[config.mk]
export PLATFORM = sky130hd
export DESIGN_NAME = id_scoreboard
export DESIGN_NICKNAME = d
export VERILOG_FILES = /design/src/rtl/id_scoreboard.sv
export SDC_FILE = /design/constraint.sdc
export NUM_CORES = 1
export LEC_CHECK = 0
export CAP_MARGIN = 20
export CORE_MARGIN = 4
export CORE_UTILIZATION = 35
export DETAILED_ROUTE_END_ITERATION = 8
export GPL_TIMING_DRIVEN = 0
export MAX_ROUTING_LAYER = met4
export REMOVE_ABC_BUFFERS = 1
export SKIP_LAST_GASP = 1
export SYNTH_ARGS = -nofsm -noshare
export SYNTH_HDL_FRONTEND = slang
export SYNTH_SLANG_ARGS = --single-unit
[constraint.sdc]
create_clock -name clk -period 5.7 [get_ports clk]
set_input_delay 0.855 -clock clk [delete_from_list [all_inputs] [get_ports clk]]
set_output_delay 0.855 -clock clk [all_outputs]
set_load 0.01 [all_outputs]
[src/rtl/id_scoreboard.sv]
// id_scoreboard: per-GPR pending-write counters that gate decode issue on RAW/WAW-capacity hazards.
// Optional perf counters are enabled by defining ID_SCB_PERF_EN.
module id_scoreboard #(
  parameter int NREG  = 32,
  parameter int CNT_W = 2
) (
  input  logic            clk,
  input  logic            reset,
  input  logic            ds_valid,
  input  logic            ds_src1_used,
  input  logic [4:0]      ds_raddr1,
  input  logic            ds_src2_used,
  input  logic [4:0]      ds_raddr2,
  input  logic            ds_gr_we,
  input  logic [4:0]      ds_dest,
  input  logic            es_allowin,
  input  logic            ws_rf_we,
  input  logic [4:0]      ws_rf_waddr,
  input  logic            flush,
  output logic            ds_ready_go,
  output logic            issue_fire,
  output logic [NREG-1:0] busy_vec,
  output logic            err_underflow,
  output logic [31:0]     stall_cycles,
  output logic [31:0]     issue_count
);
  localparam logic [CNT_W-1:0] MAX = '1;
  logic [NREG-1:0][CNT_W-1:0] cnt_q, cnt_d;
  logic err_q, err_d;
  logic haz1, haz2, full, inc, dec;
  always_comb begin
    haz1 = ds_src1_used && ds_raddr1 != 5'd0 && cnt_q[ds_raddr1] != '0;
    haz2 = ds_src2_used && ds_raddr2 != 5'd0 && cnt_q[ds_raddr2] != '0;
    full = ds_gr_we && ds_dest != 5'd0 && cnt_q[ds_dest] == MAX &&
           !(ws_rf_we && ws_rf_waddr == ds_dest);
    ds_ready_go = !(haz1 || haz2 || full);
    issue_fire = ds_valid && ds_ready_go && es_allowin && !flush;
  end
  // r0 is never tracked, so its counter stays at zero
  always_comb begin
    cnt_d = '0;
    err_d = err_q;
    inc = 1'b0;
    dec = 1'b0;
    for (int r = 1; r < NREG; r++) begin
      inc = issue_fire && ds_gr_we && ds_dest == 5'(r);
      dec = ws_rf_we && ws_rf_waddr == 5'(r);
      cnt_d[r] = cnt_q[r];
      if (flush) cnt_d[r] = '0;
      else if (inc && !dec) cnt_d[r] = cnt_q[r] + 1'b1;
      else if (dec && !inc && cnt_q[r] != '0) cnt_d[r] = cnt_q[r] - 1'b1;
      else if (dec && !inc) err_d = 1'b1;
    end
  end
  always_comb begin
    busy_vec = '0;
    for (int i = 0; i < NREG; i++) busy_vec[i] = |cnt_q[i];
  end
  always_ff @(posedge clk or posedge reset) begin
    if (reset) begin
      cnt_q <= '0;
      err_q <= 1'b0;
    end else begin
      cnt_q <= cnt_d;
      err_q <= err_d;
    end
  end
  assign err_underflow = err_q;
`ifdef ID_SCB_PERF_EN
  logic [31:0] stall_q, iss_q;
  always_ff @(posedge clk or posedge reset) begin
    if (reset) begin
      stall_q <= '0;
      iss_q <= '0;
    end else begin
      stall_q <= stall_q + {31'd0, ds_valid && !ds_ready_go};
      iss_q <= iss_q + {31'd0, issue_fire};
    end
  end
  assign stall_cycles = stall_q;
  assign issue_count = iss_q;
`else
  assign stall_cycles = 32'h0;
  assign issue_count = 32'h0;
`endif
endmodule

==> results.json, run 1 <==
{
  "wl_um": 20800,
  "yosys.area.top_type": "dfrtp_1",
  "track_usage_pct": 21.6,
  "peakVddDrop_v": 0.000150,
  "cts_buffers": 9,
  "worstMarginPinSlew_ns": 1.13,
  "critPathLaunchType": "input pin",
  "tritoncts": "built",
  "max_freq_mhz": 184,
  "die_h_um": 139,
  "place_area_sq_mm": 0.00649,
  "first_iter_violations": 668,
  "yosys.cell_types.count": 73,
  "hold_end": "cnt_q[42]",
  "drive_gt1_share_pct": 7.09,
  "gp_congestion": 0.987,
  "area_growth_pct": 13.1,
  "synthTopCellsByArea": "dfrtp_1 26%, buf_4 8.5%, a211oi_1 5.6%",
  "cp_max_fo": 20,
  "crit_required_ns": 4.85,
  "regToRegStartpoint": "cnt_q[19]",
  "nFillCells": 1759,
  "hp-start": "cnt_q[42]",
  "antenna_found_initial": 0,
  "port-buffer-count": 62,
  "clk_latency_ns": 0.35,
  "hold_class": "register to register",
  "start_util_pct": 36.0,
  "die_w_um": 139,
  "ctsHtreeMaxLevel": 3,
  "synth-edff-count": 0,
  "post_cts_buffers": 0,
  "min_path_cells": 1,
  "synth_top_area_share_pct": 26.3,
  "p_total_mw": 1.24,
  "finalCriticalPeriod_ns": 5.43,
  "via_per_inst": 5.84,
  "outcome": "complete, no violations",
  "final.setup.worst_slack_ns": 0.268,
  "critPathKind": "input pin to primary output",
  "r2r_slack_ns": 1.55,
  "power_density_mw_per_mm2": 182,
  "antenna_left": 0,
  "cp-startpoint": "ds_raddr1[2]",
  "synthCells": 768,
  "crit_path_max_incr_delay_ns": 1.03,
  "whs_ns": 0.528,
  "setup_viol": 0,
  "critPathCaptureType": "primary output",
  "num_io_pins": 128,
  "arrival_ns": 4.58,
  "synthArstFlopShare_pct": 100,
  "post-route-util_pct": 40.7,
  "final_area_sq_mm": 0.00679,
  "period_share_pct": 95.3,
  "place_ws_ns": -0.230,
  "synth_area_per_cell_sq_um": 7.82,
  "grt_pass1_wl_um": 31900,
  "die_area_sq_mm": 0.0193,
  "r2r_cells": 10,
  "root_buffer": "clkbuf_16",
  "ys_warn_count": 0,
  "grt_max_degree": 64,
  "dr.pass1.iters": 5,
  "grt_pass1_vias": 5492,
  "critPathTopFamily": "buffers and inverters",
  "critPathBufInv": 3,
  "hpwl_um": 16000,
  "layout.nets": 842,
  "drv_slew": 0,
  "row_count": 47,
  "cp_cell_sequence": "clkdlybuf4s50_1 -> inv_2 -> mux4_2 -> nand2_1 -> o211ai_1 -> nand3_4 -> nor3_4 -> and2_1 -> clkdlybuf4s50_1",
  "grt-ovfl-total": 0,
  "clkTransAtPathRegs_ns": 0.06,
  "drc": 0,
  "hold_viol_final": 0,
  "p_leak_nw": 2.81,
  "skew_ns": 0.00746,
  "seq_area_frac_synth_pct": 26.3,
  "syn_area_sq_mm": 0.00600,
  "ys.flop_type": "dfrtp_1",
  "core_area_sq_mm": 0.0167,
  "cpMostUsedCell": "clkdlybuf4s50_1",
  "relSlewSlack_pct": 24.7,
  "n_antenna_cell": 0,
  "reg2reg_to": "err_underflow",
  "avgRoutedWirePerCell_um": 20.1,
  "vias": 6057,
  "numClockSinks": 63,
  "synth.ff_latch_count": 63,
  "maxCapViolations": 0,
  "crit_slowest_cell": "clkdlybuf4s50_1",
  "rsz0062_at_grt": "no",
  "cts.path.max_buffers": 2
}
-- registers in the layout, indices dropped and copies added (netlist names) --
name / cells
cnt_q: 62
err_underflow: 1
-- logic make-up after synthesis --
kind of cell,Yosys count,share of synthesized area [%]
AOI/OAI and AO/OA,226,25.5
xor gates and xnor gates,8,1.17
buffers and inverters,134,13.6
DFF,63,26.3
muxes,18,5.08
other,1,0.0625
and+or+nand+nor,318,28.3
-- where the power goes --
group / internal [mW] / leakage, nW / switching (mW)
sequential: 0.452 / 0.877 / 0.00854
clock: 0.348 / 0.146 / 0.209
combinational: 0.0688 / 1.78 / 0.151
total: 0.868 / 2.81 / 0.369
-- synthesized netlist by cell type (14+ instances only) --
master    number
a211oi_1      45
buf_4         68
o21a_1        27
dfrtp_1       63
a21oi_1       45
inv_1         38
nand2b_1      34
and3_1        16
nor2_1        65
nor4_1        14
o21ai_0       43
nand2_1       56
nor3_1        53
-- worst max path at each step --
stage / endpoint / slack (ns) / cells past startpoint
floorplan: err_underflow / 2.09 / 10
global placement: issue_fire / -0.66 / 9
detailed placement: issue_fire / -0.23 / 9
CTS: issue_fire / 0.009 / 9
global route: issue_fire / 0.05 / 9
finish: issue_fire / 0.27 / 9
-- layer usage --
| layer | part of all wire, % | vias up | global-route usage (%) | wire length [um] |
|---|---|---|---|---|
| met5 | 0 | - | - | 0 |
| met4 | 2.9 | 0 | 7.98 | 614 |
| met3 | 10 | 45 | 5.72 | 2180 |
| met2 | 43 | 328 | 31.1 | 8910 |
| met1 | 44 | 2885 | 29.2 | 9120 |
| li1 | - | 2799 | - | - |
-- layout by cell type, fill, tap and decap left out, types with 7 or more instances in the layout --
cell | Yosys | layout
nor2_1 | 65 | 65
conb_1 | 1 | 65
dfrtp_1 | 63 | 63
clkdlybuf4s50_1 | 0 | 58
nand2_1 | 56 | 56
nor3_1 | 53 | 53
a21oi_1 | 45 | 45
a211oi_1 | 45 | 45
o21ai_0 | 43 | 43
inv_1 | 38 | 37
nand2b_1 | 34 | 34
o21a_1 | 27 | 27
and3_1 | 16 | 16
nor4_1 | 14 | 14
or2_2 | 12 | 12
nand3_1 | 11 | 11
a311oi_1 | 11 | 11
nor2b_1 | 9 | 9
clkbuf_16 | 0 | 9
mux4_2 | 8 | 8
a31oi_1 | 8 | 8
and2_1 | 7 | 7
-- through the flow --
step,std cells,setup TNS (ns)
finish,1038,0
CTS,1038,0
detailed placement,1022,-0.554
global route,1038,0
floorplan,738,0
global placement,1020,-4.24
-- timing repair --
action / CTS / global route
pin swaps: 0 / 0
resized for setup: 1 / 3
hold buffers: 0 / 0
setup endpoints to repair: 2 / 2
-- layout make-up --
cell class              count  area (sq um)  area share (%)
clock buffers              12           246            3.63
clock inverters             4          45.0           0.663
inverters                  40           153            2.25
multi-input cells         635          3860            56.8
flip-flops and latches     63          1580            23.2
well taps                 220           275            4.05
repair buffers             64           641            9.43
-- worst reg2reg max path: cells and delay by family, from the launching register on --
family / cells / cell delay [ns]
compound gates: 5 / 1.42
flops: 1 / 0.44
simple gates: 5 / 2.14
(Power assumes the default switching activity.)
==> run 2: changes to the inputs <==
--- a/config.mk
+++ b/config.mk
@@ -5,7 +5,7 @@
 export SDC_FILE = /design/constraint.sdc
 export NUM_CORES = 1
 export LEC_CHECK = 0
-export CAP_MARGIN = 20
+export CAP_MARGIN = 15
 export CORE_MARGIN = 4
 export CORE_UTILIZATION = 35
 export DETAILED_ROUTE_END_ITERATION = 8
==> results.json, run 2 (synthesis results as in run 1) <==
{
  "outcome": "complete, no violations",
  "track_usage_pct": 21.7,
  "power_density_mw_per_mm2": 182,
  "met2_usage_pct": 32.2,
  "die_h_um": 139,
  "tritoncts": "built",
  "place_inst": 1021,
  "setup_viol": 0,
  "clk_latency_ns": 0.35,
  "max_freq_mhz": 186,
  "row_count": 47,
  "crit_required_ns": 4.85,
  "critPathCaptureType": "primary output",
  "cts.path.max_buffers": 2,
  "numClockSinks": 63,
  "via_per_inst": 5.84,
  "fin_cells": 1038,
  "hpwl_um": 16000,
  "rsz0062_at_grt": "no",
  "first_iter_violations": 636,
  "arrival_ns": 4.53,
  "tns_ns": 0,
  "hold_buffers": 0,
  "wl_um": 20900,
  "top_usage_layer": "met2",
  "clkTransAtPathRegs_ns": 0.06,
  "relSlewSlack_pct": 26.8,
  "port-buffer-count": 62,
  "hold_class": "register to register",
  "p_comb_share_pct": 17.7,
  "core_area_sq_mm": 0.0167,
  "final_cell_mix": "65 x nor2_1, 65 x conb_1, 63 x dfrtp_1",
  "dr.pass1.iters": 5,
  "worstMarginPinSlew_ns": 1.10,
  "ctsHtreeMaxLevel": 3,
  "nFillCells": 1755,
  "num_io_pins": 128,
  "die_area_sq_mm": 0.0193,
  "critPathKind": "input pin to primary output",
  "gr-usage-met1_pct": 30.0,
  "grt_pass1_wl_um": 32100,
  "p_leak_nw": 2.81,
  "n_antenna_cell": 0,
  "antenna_found_initial": 0,
  "drive_gt1_share_pct": 7.09,
  "maxCapViolations": 0,
  "root_buffer": "clkbuf_16",
  "critPathLaunchType": "input pin",
  "top_register": "cnt_q",
  "peakVddDrop_v": 0.000149,
  "cp_max_fo": 16,
  "power_frac_seq_pct": 37.2,
  "avgRoutedWirePerCell_um": 20.1,
  "largest_register_ffs": 62,
  "start_util_pct": 36.0,
  "hold_viol_final": 0,
  "cts_buffers": 9,
  "whs_ns": 0.529,
  "drc": 0,
  "gp_congestion": 0.987,
  "layout.nets": 842,
  "grt_pass1_vias": 5448,
  "drv_slew": 0,
  "period_share_pct": 94.4,
  "skew_ns": 0.00827,
  "grt_max_degree": 64,
  "grt-ovfl-total": 0,
  "post-route-util_pct": 40.7,
  "finalCriticalPeriod_ns": 5.38,
  "die_w_um": 139,
  "area_growth_pct": 13.1,
  "vias": 6067,
  "antenna_left": 0,
  "grt_util_met3_pct": 4.31,
  "cell_internal_pwr_mw": 0.868,
  "switching_power_mw": 0.370,
  "clockPowerShare_pct": 45.1,
  "switching_share_pct": 29.9,
  "p_total_mw": 1.24
}
run 2: changes by cell type in the layout (fill, tap and decap cells not counted):
cell and change:
clkbuf_2 +1, buf_2 -1
run 2: cell type report:
class / count / area [sq um] / share of cell area (%)
flip-flops and latches: 63 / 1580 / 23.2
well taps: 220 / 275 / 4.05
repair buffers: 64 / 641 / 9.43
clock inverters: 4 / 45.0 / 0.663
multi-input cells: 635 / 3860 / 56.8
inverters: 40 / 153 / 2.25
clock buffers: 12 / 246 / 3.63
run 2: per-stage QoR:
stage          setup WS, ns  instance area [sq um]
3_5_place_dp         -0.224                   6480
2_1_floorplan          2.09                   5580
6_report              0.319                   6790
5_1_grt               0.130                   6790
4_1_cts              0.0145                   6780
3_3_place_gp         -0.664                   6470
run 2: power by group through the flow:
stage,Combinational [mW],Clock (mW),Sequential [mW]
4_1_cts,0.213,0.566,0.459
2_1_floorplan,0.110,0,0.465
3_5_place_dp,0.211,0,0.467
6_report,0.220,0.558,0.460
3_3_place_gp,0.212,0,0.467
5_1_grt,0.234,0.585,0.459
run 2: worst paths after layout:
kind                            start            end  slack, ns  cells after the start
max                        ds_dest[2]     issue_fire       0.32                      8
min                         cnt_q[42]      cnt_q[42]       0.53                      1
max reg2reg                 cnt_q[19]  err_underflow       1.57                     10
min reg2reg                 cnt_q[42]      cnt_q[42]       0.53                      1
max in group asynchronous       reset      cnt_q[21]       4.16                      2
min in group asynchronous       reset      cnt_q[47]       1.02                      2
run 2: routing by layer:
metal | share of wire [%] | wire, um
met2 | 45 | 9330
met1 | 45 | 9370
met4 | 1.6 | 340
met3 | 8.8 | 1850
met5 | 0 | 0
run 2: worst max-delay path, stage by stage:
cell and delay (ns):
clkdlybuf4s50_1 0.85, a2111oi_1 0.86, a311oi_1 0.12, nand4_1 0.21, nand3_4 0.20, nor3_4 0.65, and2_1 0.22, clkdlybuf4s50_1 0.54
run 2: repair_timing:
action,CTS,global route
setup buffers,0,0
endpoints found under the setup margin,2,2
resized for setup,1,3
